**src/rtl/regfile_wb_arbiter_pkg.sv**
```systemverilog
// Shared constants for the register-file write-back arbiter and its requesters.
package regfile_wb_arbiter_pkg;

    localparam int unsigned NUM_REQ    = 3;
    localparam int unsigned XLEN       = 32;
    localparam int unsigned REG_ADDR_W = 5;
    localparam int unsigned GRANT_ID_W = 3;

    localparam int unsigned WB_SRC_ALU = 0;
    localparam int unsigned WB_SRC_MDU = 1;
    localparam int unsigned WB_SRC_LSU = 2;

    // Next round-robin start index after idx, wrapping at n-1 -> 0.
    function automatic int unsigned wrap_inc(input int unsigned idx, input int unsigned n);
        return (idx + 1 >= n) ? 0 : idx + 1;
    endfunction

endpackage

```
**src/rtl/regfile_wb_arbiter_rr.sv**
```systemverilog
// Combinational round-robin arbiter: first valid request at or after ptr_i wins.
module rr_arbiter
    import regfile_wb_arbiter_pkg::*;
#(
    parameter int unsigned N     = 3,
    parameter int unsigned IDX_W = (N > 1) ? $clog2(N) : 1
) (
    input  logic [N-1:0]     req_i,
    input  logic [IDX_W-1:0] ptr_i,
    output logic [N-1:0]     gnt_oh_c_o,
    output logic [IDX_W-1:0] gnt_idx_c_o,
    output logic             gnt_vld_c_o
);

    int unsigned cand;

    always_comb begin
        gnt_oh_c_o  = '0;
        gnt_idx_c_o = '0;
        gnt_vld_c_o = 1'b0;
        cand        = 0;
        for (int unsigned k = 0; k < N; k++) begin
            cand = 32'(ptr_i) + k;
            if (cand >= N) begin
                cand = cand - N;
            end
            if (!gnt_vld_c_o && req_i[cand]) begin
                gnt_vld_c_o      = 1'b1;
                gnt_idx_c_o      = IDX_W'(cand);
                gnt_oh_c_o[cand] = 1'b1;
            end
        end
    end

endmodule

```
**src/rtl/regfile_wb_arbiter.sv**
```systemverilog
// Arbitrates NUM_REQ result producers onto the single register-file write-back port
// through one registered output stage; writes to x0 are accepted but never issued.
module regfile_wb_arbiter #(
    parameter int unsigned NUM_REQ = regfile_wb_arbiter_pkg::NUM_REQ,
    parameter bit          RR_MODE = 1'b1,
    parameter int unsigned XLEN    = regfile_wb_arbiter_pkg::XLEN
) (
    input  logic                                              clk_i,
    input  logic                                              rst_i,
    input  logic [NUM_REQ-1:0]                                wb_req_valid_i,
    input  logic [regfile_wb_arbiter_pkg::REG_ADDR_W*NUM_REQ-1:0] wb_req_rd_i,
    input  logic [XLEN*NUM_REQ-1:0]                           wb_req_data_i,
    output logic [NUM_REQ-1:0]                                wb_req_ready_o,
    input  logic                                              hold_i,
    output logic                                              reg_write_wb_o,
    output logic [regfile_wb_arbiter_pkg::REG_ADDR_W-1:0]     reg_rd_wb_o,
    output logic [XLEN-1:0]                                   reg_data_rd_wb_o,
    output logic [regfile_wb_arbiter_pkg::GRANT_ID_W-1:0]     wb_grant_id_o,
    output logic                                              wb_busy_o
);
    import regfile_wb_arbiter_pkg::*;

    localparam int unsigned IDX_W = (NUM_REQ > 1) ? $clog2(NUM_REQ) : 1;

    logic [IDX_W-1:0]      rr_ptr_q, rr_ptr_d;
    logic                  write_q, write_d;
    logic [REG_ADDR_W-1:0] rd_q, rd_d;
    logic [XLEN-1:0]       data_q, data_d;
    logic [GRANT_ID_W-1:0] gid_q, gid_d;

    logic [NUM_REQ-1:0]    req_eff;
    logic [IDX_W-1:0]      arb_ptr;
    logic [NUM_REQ-1:0]    gnt_oh;
    logic [IDX_W-1:0]      gnt_idx;
    logic                  gnt_vld;
    logic [REG_ADDR_W-1:0] sel_rd;
    logic [XLEN-1:0]       sel_data;

    // Reset and hold both mask every request so no handshake can complete.
    assign req_eff = (rst_i || hold_i) ? '0 : wb_req_valid_i;
    assign arb_ptr = RR_MODE ? rr_ptr_q : '0;

    rr_arbiter #(
        .N     (NUM_REQ),
        .IDX_W (IDX_W)
    ) u_arb (
        .req_i       (req_eff),
        .ptr_i       (arb_ptr),
        .gnt_oh_c_o  (gnt_oh),
        .gnt_idx_c_o (gnt_idx),
        .gnt_vld_c_o (gnt_vld)
    );

    assign wb_req_ready_o = gnt_oh;
    assign wb_busy_o      = |(wb_req_valid_i & ~gnt_oh);

    // One-hot payload mux of the granted requester.
    always_comb begin
        sel_rd   = '0;
        sel_data = '0;
        for (int unsigned r = 0; r < NUM_REQ; r++) begin
            if (gnt_oh[r]) begin
                sel_rd   = wb_req_rd_i[r*REG_ADDR_W +: REG_ADDR_W];
                sel_data = wb_req_data_i[r*XLEN +: XLEN];
            end
        end
    end

    always_comb begin
        rr_ptr_d = rr_ptr_q;
        write_d  = 1'b0;
        rd_d     = rd_q;
        data_d   = data_q;
        gid_d    = gid_q;
        if (gnt_vld) begin
            rr_ptr_d = IDX_W'(wrap_inc(32'(gnt_idx), NUM_REQ));
            write_d  = (sel_rd != '0);
            rd_d     = sel_rd;
            data_d   = sel_data;
            gid_d    = GRANT_ID_W'(gnt_idx);
        end
    end

    always_ff @(posedge clk_i) begin
        if (rst_i) begin
            rr_ptr_q <= '0;
            write_q  <= 1'b0;
            rd_q     <= '0;
            data_q   <= '0;
            gid_q    <= '0;
        end else begin
            rr_ptr_q <= rr_ptr_d;
            write_q  <= write_d;
            rd_q     <= rd_d;
            data_q   <= data_d;
            gid_q    <= gid_d;
        end
    end

    assign reg_write_wb_o   = write_q;
    assign reg_rd_wb_o      = rd_q;
    assign reg_data_rd_wb_o = data_q;
    assign wb_grant_id_o    = gid_q;

endmodule
```
**config.mk**
```make
export PLATFORM = sky130hd
export DESIGN_NAME = regfile_wb_arbiter
export DESIGN_NICKNAME = d
export VERILOG_FILES = /design/src/rtl/regfile_wb_arbiter_pkg.sv /design/src/rtl/regfile_wb_arbiter_rr.sv /design/src/rtl/regfile_wb_arbiter.sv
export SDC_FILE = /design/constraint.sdc
export NUM_CORES = 1
export LEC_CHECK = 0
export BUFFER_PORTS_ARGS = -buffer_cell sky130_fd_sc_hd__buf_4
export CORE_MARGIN = 2
export CORE_UTILIZATION = 42
export DETAILED_ROUTE_END_ITERATION = 8
export GPL_ROUTABILITY_DRIVEN = 0
export PLACE_DENSITY_LB_ADDON = 0.15
export RECOVER_POWER = 50
export SYNTH_ARGS = -nofsm -noshare
export SYNTH_HDL_FRONTEND = slang
export SYNTH_SLANG_ARGS = --single-unit
```
**constraint.sdc**
```tcl
create_clock -name clk_i -period 3.2 [get_ports clk_i]
set_input_delay 0.32 -clock clk_i [delete_from_list [all_inputs] [get_ports clk_i]]
set_output_delay 0.32 -clock clk_i [all_outputs]
set_load 0.01 [all_outputs]
```
==> metrics.csv, run 1 <==
stage,metric,value,unit
outcome,run status,completed,
setup_path,WS Path Type,reg -> out,
timing,Clock Skew,0.00224,ns
pwr,Max VDD drop,0.224,mV
timing,Slew @ Worst Pin,0.929,ns
clocking,Clock Latency Late Sink,0.29,ns
clocking,Root Buffer,clkbuf_8,
placed_design,# placed instances,513,
clocking,TritonCTS buffer count,5,
clocking,# hold bufs at CTS,0,
timing,Fmax,330,MHz
timing,period utilization,94.6,%
route,vias per inst,5.57,
logic_synthesis,post-synthesis register bit count,42,
placed_design,Post-DP HPWL,6380,µm
global_routing,met2 Track Usage GR,43.9,%
setup_path,CP max stage delay,0.38,ns
clocking,setup bufs post-CTS,0,
clocking,TritonCTS clock tree,yes,
global_routing,GRT met3 Usage,7.53,%
logic_synthesis,"EDFF count, synth",0,
cells_and_area,area of the multi-input gates,1440,µm²
setup_path,WP data arrival,2.71,ns
flow_run,max-cap violations,0,
floorplan,standard-cell rows,27,
clocking,number of clock sinks,42,
cells_and_area,Non-Filler Instances,521,
placed_design,pre-CTS WS,0.139,ns
route,aggregate routed wire length,8510,µm
route,initial DRC count,267,
cells_and_area,layout cell share with drive strength beyond 1,33.4,%
setup_path,CP max-delay cell,dfxtp_2,
setup_path,Worst setup EP type,output pin,
min_path,worst hold-check path type,in -> reg,
placed_design,Port Buffers,160,
timing,relative max-transition margin,38.0,%
global_routing,first-pass GRT wire length,12900,µm
route,first-pass detailed-route iteration total,5,
logic_synthesis,syn nets,423,
cells_and_area,diode count,0,
cells_and_area,final core occ,65.3,%
timing,Setup TNS,0,ns
logic_synthesis,"Cell Area, Synth",2470,µm²
logic_synthesis,Cell variety after synth,49,
timing,min Tclk post-route,3.03,ns
clocking,clk buf depth,2,
floorplan,die width,80.6,µm
cells_and_area,fillers,531,
route,post-DR wirelength/cell,16.3,µm
route,DRC viols,0,
logic_synthesis,Avg Inst Size Synth,8.17,µm²
setup_path,CP Cell Sequence,inv_1 -> ha_1 -> mux2_4 -> o32ai_1 -> a22oi_1 -> or2_1 -> buf_4 -> a22oi_1 -> nand2_1 -> buf_4,
global_routing,busiest layer in global routing,met2,
floorplan,Core Box Area,5570,µm²
logic_synthesis,Async SR Flop Fraction,0,%
floorplan,Die Y-Extent,80.6,µm
pwr,Leak,1.48,nW
setup_path,Crit path required time,2.88,ns
route,via count,2900,
floorplan,initial core utilization,44.2,%
global_routing,gr ovfl total,0,
global_routing,GRT Resource Usage Total,25.4,%
timing,"Hold Vio Cnt, Final",0,
setup_path,Crit Path Max Fanout,23,
global_routing,Global Route met1 Usage,30.4,%
timing,Setup WS post-layout,0.172,ns
floorplan,die area,6500,µm²
logic_synthesis,ys flop type,dfxtp_1,
floorplan,num ports,162,
logic_synthesis,Mapped Cells,302,
clocking,H-tree levels,2,
setup_path,CP startpoint kind,register,
timing,endpoints failing setup,0,
timing,RSZ-0062 raised after global routing,false,
pwr,Tot Pwr,1.44,mW
min_path,Worst Hold Path Cells,3,
cells_and_area,Finished Cell Area,3640,µm²
cells_and_area,Storage cell area,842,µm²
global_routing,number of global-route vias before repair,2760,
timing,hold slack final,0.265,ns
clocking,Worst-path clk slew,0.08,ns
logic_synthesis,register area share after synthesis,34.1,%
timing,pins over their slew limit,0,
global_routing,largest net degree at the start of global routing,40,
pwr,pwr/cell area,396,nW/µm²
route,Post-DRT Antenna Nets,0,
setup_path,Reg2Reg Depth,11,
cells_and_area,P&R area growth vs syn,47.6,%
logic_synthesis,Yosys Warn Count,0,
global_routing,initial antenna violation count,0,
placed_design,placed inst area,3660,µm²
cells_and_area,nets@finish,569,
## power breakdown
part	internal, mW	switching (mW)
clock network	0.234	0.177
registers	0.576	0.0290
logic	0.213	0.213
total	1.02	0.419
## Yosys cell counts, types with 2 or more instances
cell	number	share of area [%]
nor2b_1	4	1.0
nor3_1	2	0.41
o21ai_1	7	1.4
buf_2	14	2.8
or4_1	2	0.61
o21ai_0	10	2.0
mux2i_1	2	0.81
buf_6	4	1.8
a211oi_1	2	0.61
o211ai_1	2	0.61
a222oi_1	2	0.81
o2bb2ai_1	21	7.5
nor2_1	10	1.5
inv_1	6	0.91
dfxtp_1	42	34
clkbuf_1	6	0.91
o21a_1	2	0.61
a21oi_1	45	9.1
o22ai_1	3	0.76
a22oi_1	29	8.8
nand2_1	27	4.1
ha_1	4	2.0
buf_1	2	0.30
nand3_1	24	4.9
buf_4	5	1.5
a21boi_0	2	0.61
## worst max-delay path: cells and delay by family (launching register included)
family / cells / cell delay [ns]
multiplexers: 1 / 0.35
AO/OA/AOI/OAI: 3 / 0.61
flip-flops: 1 / 0.38
adder cells (fa/ha/maj): 1 / 0.25
AND/OR/NAND/NOR: 2 / 0.38
buffers and inverters: 3 / 0.46
## routing by layer
| layer | share of wire, % | up-vias | wire [µm] |
|---|---|---|---|
| li1 | - | 1421 | - |
| met1 | 38 | 1319 | 3240 |
| met2 | 51 | 147 | 4340 |
| met3 | 9.3 | 13 | 792 |
| met4 | 1.6 | 0 | 136 |
| met5 | 0 | - | 0 |
## flip-flops by register name, summed over array words and instances (netlist names)
| register | cells |
|---|---|
| reg_write_wb_o | 1 |
| reg_rd_wb_o | 5 |
| arb_ptr | 2 |
| wb_grant_id_o | 2 |
| reg_data_rd_wb_o | 32 |
## worst paths after layout
check                       from                    to  slack [ns]
min reg2reg  reg_data_rd_wb_o[3]   reg_data_rd_wb_o[3]        0.46
min            wb_req_data_i[81]  reg_data_rd_wb_o[17]        0.26
max reg2reg           arb_ptr[0]        reg_write_wb_o        0.48
max                   arb_ptr[1]             wb_busy_o        0.17
## cell type report
class,count,share of cell area (%)
multi-input cells,222,39.7
clock buffers,7,2.10
clock inverters,1,0.825
inverters,7,0.859
well taps,72,2.47
repair buffers,170,31.0
flip-flops and latches,42,23.1
## layout by cell type, fill, tap and decap left out, drive strengths merged, types with 3 or more instances in the layout
cell type | synthesis | routed
buf | 25 | 129
nand3 | 24 | 24
clkbuf | 6 | 48
a22oi | 29 | 29
o22ai | 3 | 3
o2bb2ai | 21 | 21
o21ai | 17 | 17
nor2 | 11 | 11
inv | 6 | 6
nor3 | 3 | 3
ha | 4 | 4
nand2 | 27 | 27
dfxtp | 42 | 42
a21oi | 45 | 45
nor2b | 4 | 4
## cells by family after synthesis
family | count (synthesis) | share of synthesized area [%]
adder cells (fa/ha/maj) | 5 | 2.44
flip-flops | 42 | 34.1
other | 1 | 0.152
buffers and inverters | 38 | 8.68
multiplexers | 3 | 1.42
AO/OA/AOI/OAI | 136 | 38.1
AND/OR/NAND/NOR | 77 | 15.2
## what timing repair did
action,in CTS,in global routing
endpoints found under the setup margin,1,10
gates resized for setup,1,6
endpoints found under the hold margin,0,0
Power figures use the tool's default switching activity.
==> inputs of run 2 (changes only) <==
- ABC_AREA: not set -> 1
- CELL_PAD_IN_SITES_DETAIL_PLACEMENT: not set -> 1
- CELL_PAD_IN_SITES_GLOBAL_PLACEMENT: not set -> 2
- CORE_UTILIZATION: 42 -> 21
==> run 2 against run 1 <==
  * Clock power up 41%
  * Flip-flop and latch count unchanged
  * Die area up 100%
  * Non-clock buffer count down 3
  * Routed wire length up 24%
  * Sequential share of layout area down 1.4 points
  * Core utilization down 33 points
  * Worst hold slack worse by 0.019 ns
  * Clock skew about the same
  * Register-to-register slack worse by 0.09 ns
  * Synthesized cell count up 28%
  * Area after synthesis up 4.6%
  * Critical path type unchanged
  * Highest routed layer unchanged
==> metrics.csv, run 2 <==
stage,metric,value,unit
pwr,Clock power frac,13.7,%
timing,Fmax,345,MHz
cells_and_area,fillers,1567,
pwr,Max VDD drop,0.355,mV
clocking,TritonCTS clock tree,yes,
clocking,Worst-path clk slew,0.06,ns
timing,Slew @ Worst Pin,0.780,ns
global_routing,busiest layer in global routing,met2,
timing,Setup TNS,0,ns
route,via count,3128,
logic_synthesis,Yosys Warn Count,0,
logic_synthesis,post-synth top area share,32.6,%
cells_and_area,diode count,0,
route,Post-DRT Antenna Nets,0,
logic_synthesis,post-synthesis register bit count,42,
clocking,# hold bufs at CTS,0,
logic_synthesis,Mapped Cells,387,
route,vias per inst,4.59,
clocking,Root Buffer,clkbuf_16,
logic_synthesis,register area share after synthesis,32.6,%
floorplan,Core Box Area,12000,µm²
timing,min Tclk post-route,2.90,ns
route,aggregate routed wire length,10600,µm
route,initial DRC count,108,
cells_and_area,Non-Filler Instances,681,
pwr,Logic pwr share,64.4,%
setup_path,WP data arrival,2.58,ns
placed_design,Port Buffers,160,
cells_and_area,max reg flops,32,
timing,RSZ-0062 raised after global routing,false,
clocking,H-tree levels,2,
cells_and_area,"commonest non-fill, non-tap cell in the layout",buf_4,
global_routing,Global Route met1 Usage,20.5,%
floorplan,die area,13200,µm²
setup_path,Crit path required time,2.88,ns
timing,relative max-transition margin,47.7,%
setup_path,WS Path Type,reg -> out,
logic_synthesis,most common cell in the synthesized netlist,nand2_1,
floorplan,die width,115,µm
logic_synthesis,Cell variety after synth,28,
floorplan,num ports,162,
logic_synthesis,Area contributors post-synth,"dfxtp_1, nand2_1, a21oi_1, nand3_1, o21ai_0",
outcome,run status,completed,
logic_synthesis,"Cell Area, Synth",2580,µm²
logic_synthesis,Avg Inst Size Synth,6.67,µm²
cells_and_area,nets@finish,654,
route,first-pass detailed-route iteration total,4,
route,DRC viols,0,
global_routing,first-pass GRT wire length,16400,µm
global_routing,met2 Track Usage GR,26.2,%
pwr,sequential fraction of design power,21.9,%
clocking,setup bufs post-CTS,0,
clocking,number of clock sinks,42,
floorplan,initial core utilization,21.5,%
clocking,Clock Latency Late Sink,0.28,ns
timing,hold slack final,0.246,ns
cells_and_area,Storage cell area,841,µm²
route,post-DR wirelength/cell,15.5,µm
logic_synthesis,"EDFF count, synth",0,
pwr,Leak,1.87,nW
logic_synthesis,syn nets,508,
timing,Clock Skew,0.00268,ns
setup_path,Crit Path Max Fanout,40,
placed_design,# placed instances,673,
setup_path,Worst setup EP type,output pin,
timing,endpoints failing setup,0,
cells_and_area,"commonest cells after routing, fill and taps aside","buf_4, nand2_1, nand3_1, a21oi_1, dfxtp_1",
clocking,TritonCTS buffer count,5,
global_routing,initial antenna violation count,0,
cells_and_area,layout cell share with drive strength beyond 1,29.8,%
global_routing,GRT met3 Usage,4.11,%
global_routing,number of global-route vias before repair,3145,
pwr,pwr/cell area,1100,nW/µm²
timing,pins over their slew limit,0,
flow_run,max-cap violations,0,
logic_synthesis,Post-synth top cells,"nand2_1, a21oi_1, nand3_1",
global_routing,gr ovfl total,0,
clocking,clk buf depth,2,
timing,"Hold Vio Cnt, Final",0,
global_routing,GRT Resource Usage Total,15.7,%
global_routing,largest net degree at the start of global routing,41,
pwr,switch share,49.9,%
clocking,post-cts repair resize count,0,
min_path,worst hold-check path type,in -> reg,
placed_design,Post-DP HPWL,7730,µm
setup_path,CP startpoint kind,register,
floorplan,standard-cell rows,40,
pwr,P_sw,2.12,mW
floorplan,Die Y-Extent,115,µm
timing,period utilization,90.5,%
logic_synthesis,Yosys top cell by area,dfxtp_1,
cells_and_area,P&R area growth vs syn,50.3,%
logic_synthesis,ys flop type,dfxtp_1,
logic_synthesis,Async SR Flop Fraction,0,%
pwr,internal power,2.13,mW
cells_and_area,area of the multi-input gates,1460,µm²
[run 2: changes by cell type in the layout (fill, tap and decap cells not counted), moves of 6 or more]
cell and change:
nand3_1 +38, nand3_2 +6, nor2_1 -7, nand2_1 +76, inv_2 +6, a21oi_1 +17
o2bb2ai_1 -21, inv_1 +7, o21ai_0 +10, a22oi_1 -29, o21ai_1 +9
[run 2: area by class of cell]
type                    count  share of cell area (%)
multi-input cells         295                    37.8
clock inverters             3                    1.03
well taps                 147                    4.74
repair buffers            167                    29.4
flip-flops and latches     42                    21.7
inverters                  22                    2.19
clock buffers               5                    3.23
[run 2: power by group through the flow]
stage	Combinational, mW	Clock [mW]	Sequential (mW)
finish	2.73	0.581	0.931
global route	3.17	0.626	0.968
detailed placement	3.01	0	0.954
floorplan	1.83	0	1.05
global placement	2.96	0	0.946
CTS	3.01	0.606	0.946
[run 2: path summary, 6_finish.rpt]
check	from	endpoint	slack [ns]	depth (start not counted)
hold reg to reg	reg_data_rd_wb_o[7]	reg_data_rd_wb_o[7]	0.46	2
setup / recovery	arb_ptr[0]	wb_req_ready_o[2]	0.30	10
hold / removal	wb_req_data_i[79]	reg_data_rd_wb_o[15]	0.25	3
setup reg to reg	arb_ptr[0]	arb_ptr[0]	0.39	11
[run 2: per-stage QoR]
stage	setup WS (ns)	power, mW	util, %	area [µm²]
floorplan	0.946	2.88	-	2580
global placement	0.500	3.90	32.2	3860
detailed placement	0.377	3.96	32.2	3860
CTS	0.0665	4.56	33.5	4030
global route	0.0533	4.76	32.3	3880
finish	0.304	4.25	32.3	3880
[run 2: layer usage]
metal  share of wire, %  routed length, µm
met2                 47               4990
met5                  0                  0
met1                 44               4700
met4               0.79                 83
met3                7.5                796
[run 2: kinds of logic (layout without fill, tap and decap cells)]
logic type               count (synthesis)  after routing  share of synthesized area [%]
buffers and inverters                   50            197                           10.9
AO/OA/AOI/OAI                          101            101                           20.0
adder cells (fa/ha/maj)                  4              4                           1.94
other                                    1              1                          0.145
AND/OR/NAND/NOR                        189            189                           34.5
flip-flops                              42             42                           32.6
[run 2: worst max-delay path: stages, from the launching register on]
cell	delay, ns
dfxtp_1	0.38
inv_1	0.08
ha_1	0.41
inv_1	0.16
nand3_1	0.12
nand2_1	0.05
nand3_1	0.16
nand4_1	0.16
nand2_2	0.13
buf_4	0.43
buf_4	0.21
==> inputs of run 3 (changes only) <==
- CORE_UTILIZATION: 21 -> 19
- clock period: 3.2 -> 2.54 ns (I/O delays scaled with it)
==> run 3 against run 2 <==
  * Routed wire length grew 5.0%
  * First-iteration DRC count grew 18%
  * Worst hold slack lost 0.075 ns
  * Core utilization shrank 1.8 points
  * Critical path type unchanged
  * Critical endpoint is now wb_req_ready_o[1]
  * Largest power group unchanged
  * Highest routed layer unchanged
==> metrics.csv, run 3 (synthesis results as in run 2) <==
stage,metric,value,unit
outcome,run status,completed,
route,initial DRC count,127,
min_path,Worst Hold End,reg_data_rd_wb_o[28],
setup_path,Worst setup EP type,output pin,
route,post-DR wirelength/cell,15.3,µm
timing,period utilization,94.5,%
clocking,TritonCTS clock tree,yes,
timing,Slew @ Worst Pin,0.536,ns
setup_path,WP data arrival,2.15,ns
floorplan,initial core utilization,19.5,%
min_path,Worst Hold Path Cells,3,
global_routing,first-pass GRT wire length,17300,µm
pwr,sequential fraction of design power,21.6,%
route,Met2 Wirelength,5160,µm
flow_run,max-cap violations,0,
cells_and_area,Storage cell area,848,µm²
clocking,TritonCTS buffer count,5,
route,vias per inst,4.38,
setup_path,reg2reg end,reg_write_wb_o,
pwr,Logic pwr share,66.2,%
route,via count,3169,
cells_and_area,"commonest non-fill, non-tap cell in the layout",buf_4,
global_routing,initial antenna violation count,0,
setup_path,Reg2Reg Depth,17,
global_routing,gr ovfl total,0,
timing,Clock Skew,0.00172,ns
global_routing,largest net degree at the start of global routing,31,
placed_design,placed inst area,3960,µm²
placed_design,Port Buffers,160,
timing,min Tclk post-route,2.40,ns
pwr,internal power,2.79,mW
timing,"Hold Vio Cnt, Final",0,
timing,Fmax,417,MHz
timing,endpoints failing setup,0,
clocking,Clock Latency Late Sink,0.29,ns
pwr,Max VDD drop,0.459,mV
timing,hold slack final,0.171,ns
route,WL met1,4920,µm
cells_and_area,layout cell share with drive strength beyond 1,32.7,%
pwr,P_sw,2.74,mW
setup_path,flop-to-flop setup slack,0.22,ns
clocking,Worst-path clk slew,0.06,ns
placed_design,Post-DP HPWL,8440,µm
clocking,clk buf depth,2,
setup_path,CP max stage delay,0.36,ns
setup_path,Crit Path Max Fanout,10,
pwr,switch share,49.6,%
setup_path,cell mode on critical path,buf_4,
clocking,H-tree levels,2,
floorplan,Core Box Area,13200,µm²
route,DR WL met3,912,µm
global_routing,GRT Resource Usage Total,15.2,%
cells_and_area,area of the multi-input gates,1500,µm²
route,aggregate routed wire length,11100,µm
cells_and_area,max reg flops,32,
clocking,# hold bufs at CTS,0,
timing,relative max-transition margin,64.1,%
setup_path,CP max-delay cell,dfxtp_4,
cells_and_area,fillers,1698,
cells_and_area,Finished Cell Area,4040,µm²
setup_path,Crit path required time,2.29,ns
setup_path,WS Path Type,reg -> out,
floorplan,die width,121,µm
pwr,Clock power frac,12.1,%
cells_and_area,P&R area growth vs syn,56.5,%
clocking,Root Buffer,clkbuf_16,
floorplan,Die Y-Extent,121,µm
cells_and_area,diode count,0,
route,Post-DRT Antenna Nets,0,
cells_and_area,"commonest cells after routing, fill and taps aside","buf_4, nand2_1, a21oi_1",
route,DRC viols,0,
pwr,Leak,1.93,nW
setup_path,RR Startpoint,arb_ptr[0],
setup_path,CP startpoint kind,register,
cells_and_area,nets@finish,667,
pwr,pwr/cell area,1370,nW/µm²
timing,pins over their slew limit,0,
setup_path,CP Cell Sequence,inv_2 -> ha_4 -> buf_6 -> nand3_1 -> nand2_1 -> nand2_1 -> nand2_4 -> nand3_1 -> nand2_2 -> nand2_4 -> buf_4 -> buf_4 -> buf_4,
global_routing,number of global-route vias before repair,3263,
route,top routing layer in use,met4,
floorplan,standard-cell rows,42,
floorplan,die area,14500,µm²
clocking,number of clock sinks,42,
floorplan,num ports,162,
min_path,worst hold-check path type,in -> reg,
min_path,Hold Crit Start,wb_req_data_i[92],
route,first-pass detailed-route iteration total,4,
[run 3: changes by cell type in the layout (fill, tap and decap cells not counted), moves of 2 or more]
cell | previous run | this run
ha_1 | 4 | 2
dfxtp_4 | 0 | 2
ha_4 | 0 | 2
buf_6 | 0 | 2
inv_1 | 13 | 11
inv_2 | 6 | 8
dfxtp_1 | 42 | 40
buf_4 | 123 | 135
[run 3: layout make-up]
type | count | area share (%)
clock buffers | 7 | 3.53
clock inverters | 1 | 0.124
inverters | 22 | 2.23
multi-input cells | 295 | 37.2
flip-flops and latches | 42 | 21.0
well taps | 176 | 5.45
repair buffers | 180 | 30.5
[run 3: layer usage]
| layer | global-route usage [%] | up-vias |
|---|---|---|
| met5 | 0 | - |
| met4 | 3.49 | 0 |
| met3 | 4.81 | 6 |
| met2 | 24.6 | 103 |
| met1 | 19.6 | 1441 |
| li1 | - | 1619 |
[run 3: how the worst max path moves through the flow]
| stage | endpoint | from | slack [ns] | cells past startpoint |
|---|---|---|---|---|
| final | wb_req_ready_o[1] | arb_ptr[0] | 0.14 | 13 |
| after global routing | wb_busy_o | arb_ptr[0] | -0.005 | 15 |
| after CTS | wb_req_ready_o[1] | arb_ptr[0] | 0.03 | 13 |
| after detailed placement | reg_write_wb_o | arb_ptr[0] | 0.002 | 17 |
| after global placement | wb_busy_o | arb_ptr[0] | 0.11 | 16 |
| after floorplan | wb_busy_o | arb_ptr[0] | 0.35 | 16 |
[run 3: critical path: cells and delay by family, from the launching register on]
kind                       cells  cell delay (ns)
DFF                            1             0.36
adders and majority gates      1             0.27
and+or+nand+nor                7             0.59
buffers and inverters          5             0.64
[run 3: timing repair]
| action | 4_1_cts | 5_1_grt |
|---|---|---|
| setup endpoints to repair | 3 | 16 |
| gates resized for setup | 9 | 9 |
| hold endpoints to repair | 0 | 0 |
| pin swaps | 1 | 1 |
| setup buffers | 2 | 2 |
[run 3: power groups by stage]
stage / combinational [mW] / clock (mW) / sequential [mW]
floorplan: 2.31 / 0 / 1.32
global placement: 3.85 / 0 / 1.21
detailed placement: 3.88 / 0 / 1.22
CTS: 3.97 / 0.701 / 1.21
global route: 4.19 / 0.723 / 1.24
finish: 3.66 / 0.672 / 1.20
[run 3: per-stage QoR]
stage | setup slack (ns) | power (mW) | setup TNS, ns | std cells | utilization (%)
after floorplan | 0.352 | 3.62 | 0 | 387 | -
after detailed placement | 0.00191 | 5.10 | 0 | 711 | 29.9
final | 0.139 | 5.53 | 0 | 723 | 30.5
after global routing | -0.00481 | 6.16 | -0.00481 | 723 | 30.5
after global placement | 0.110 | 5.06 | 0 | 711 | 29.9
after CTS | 0.0334 | 5.89 | 0 | 721 | 31.3
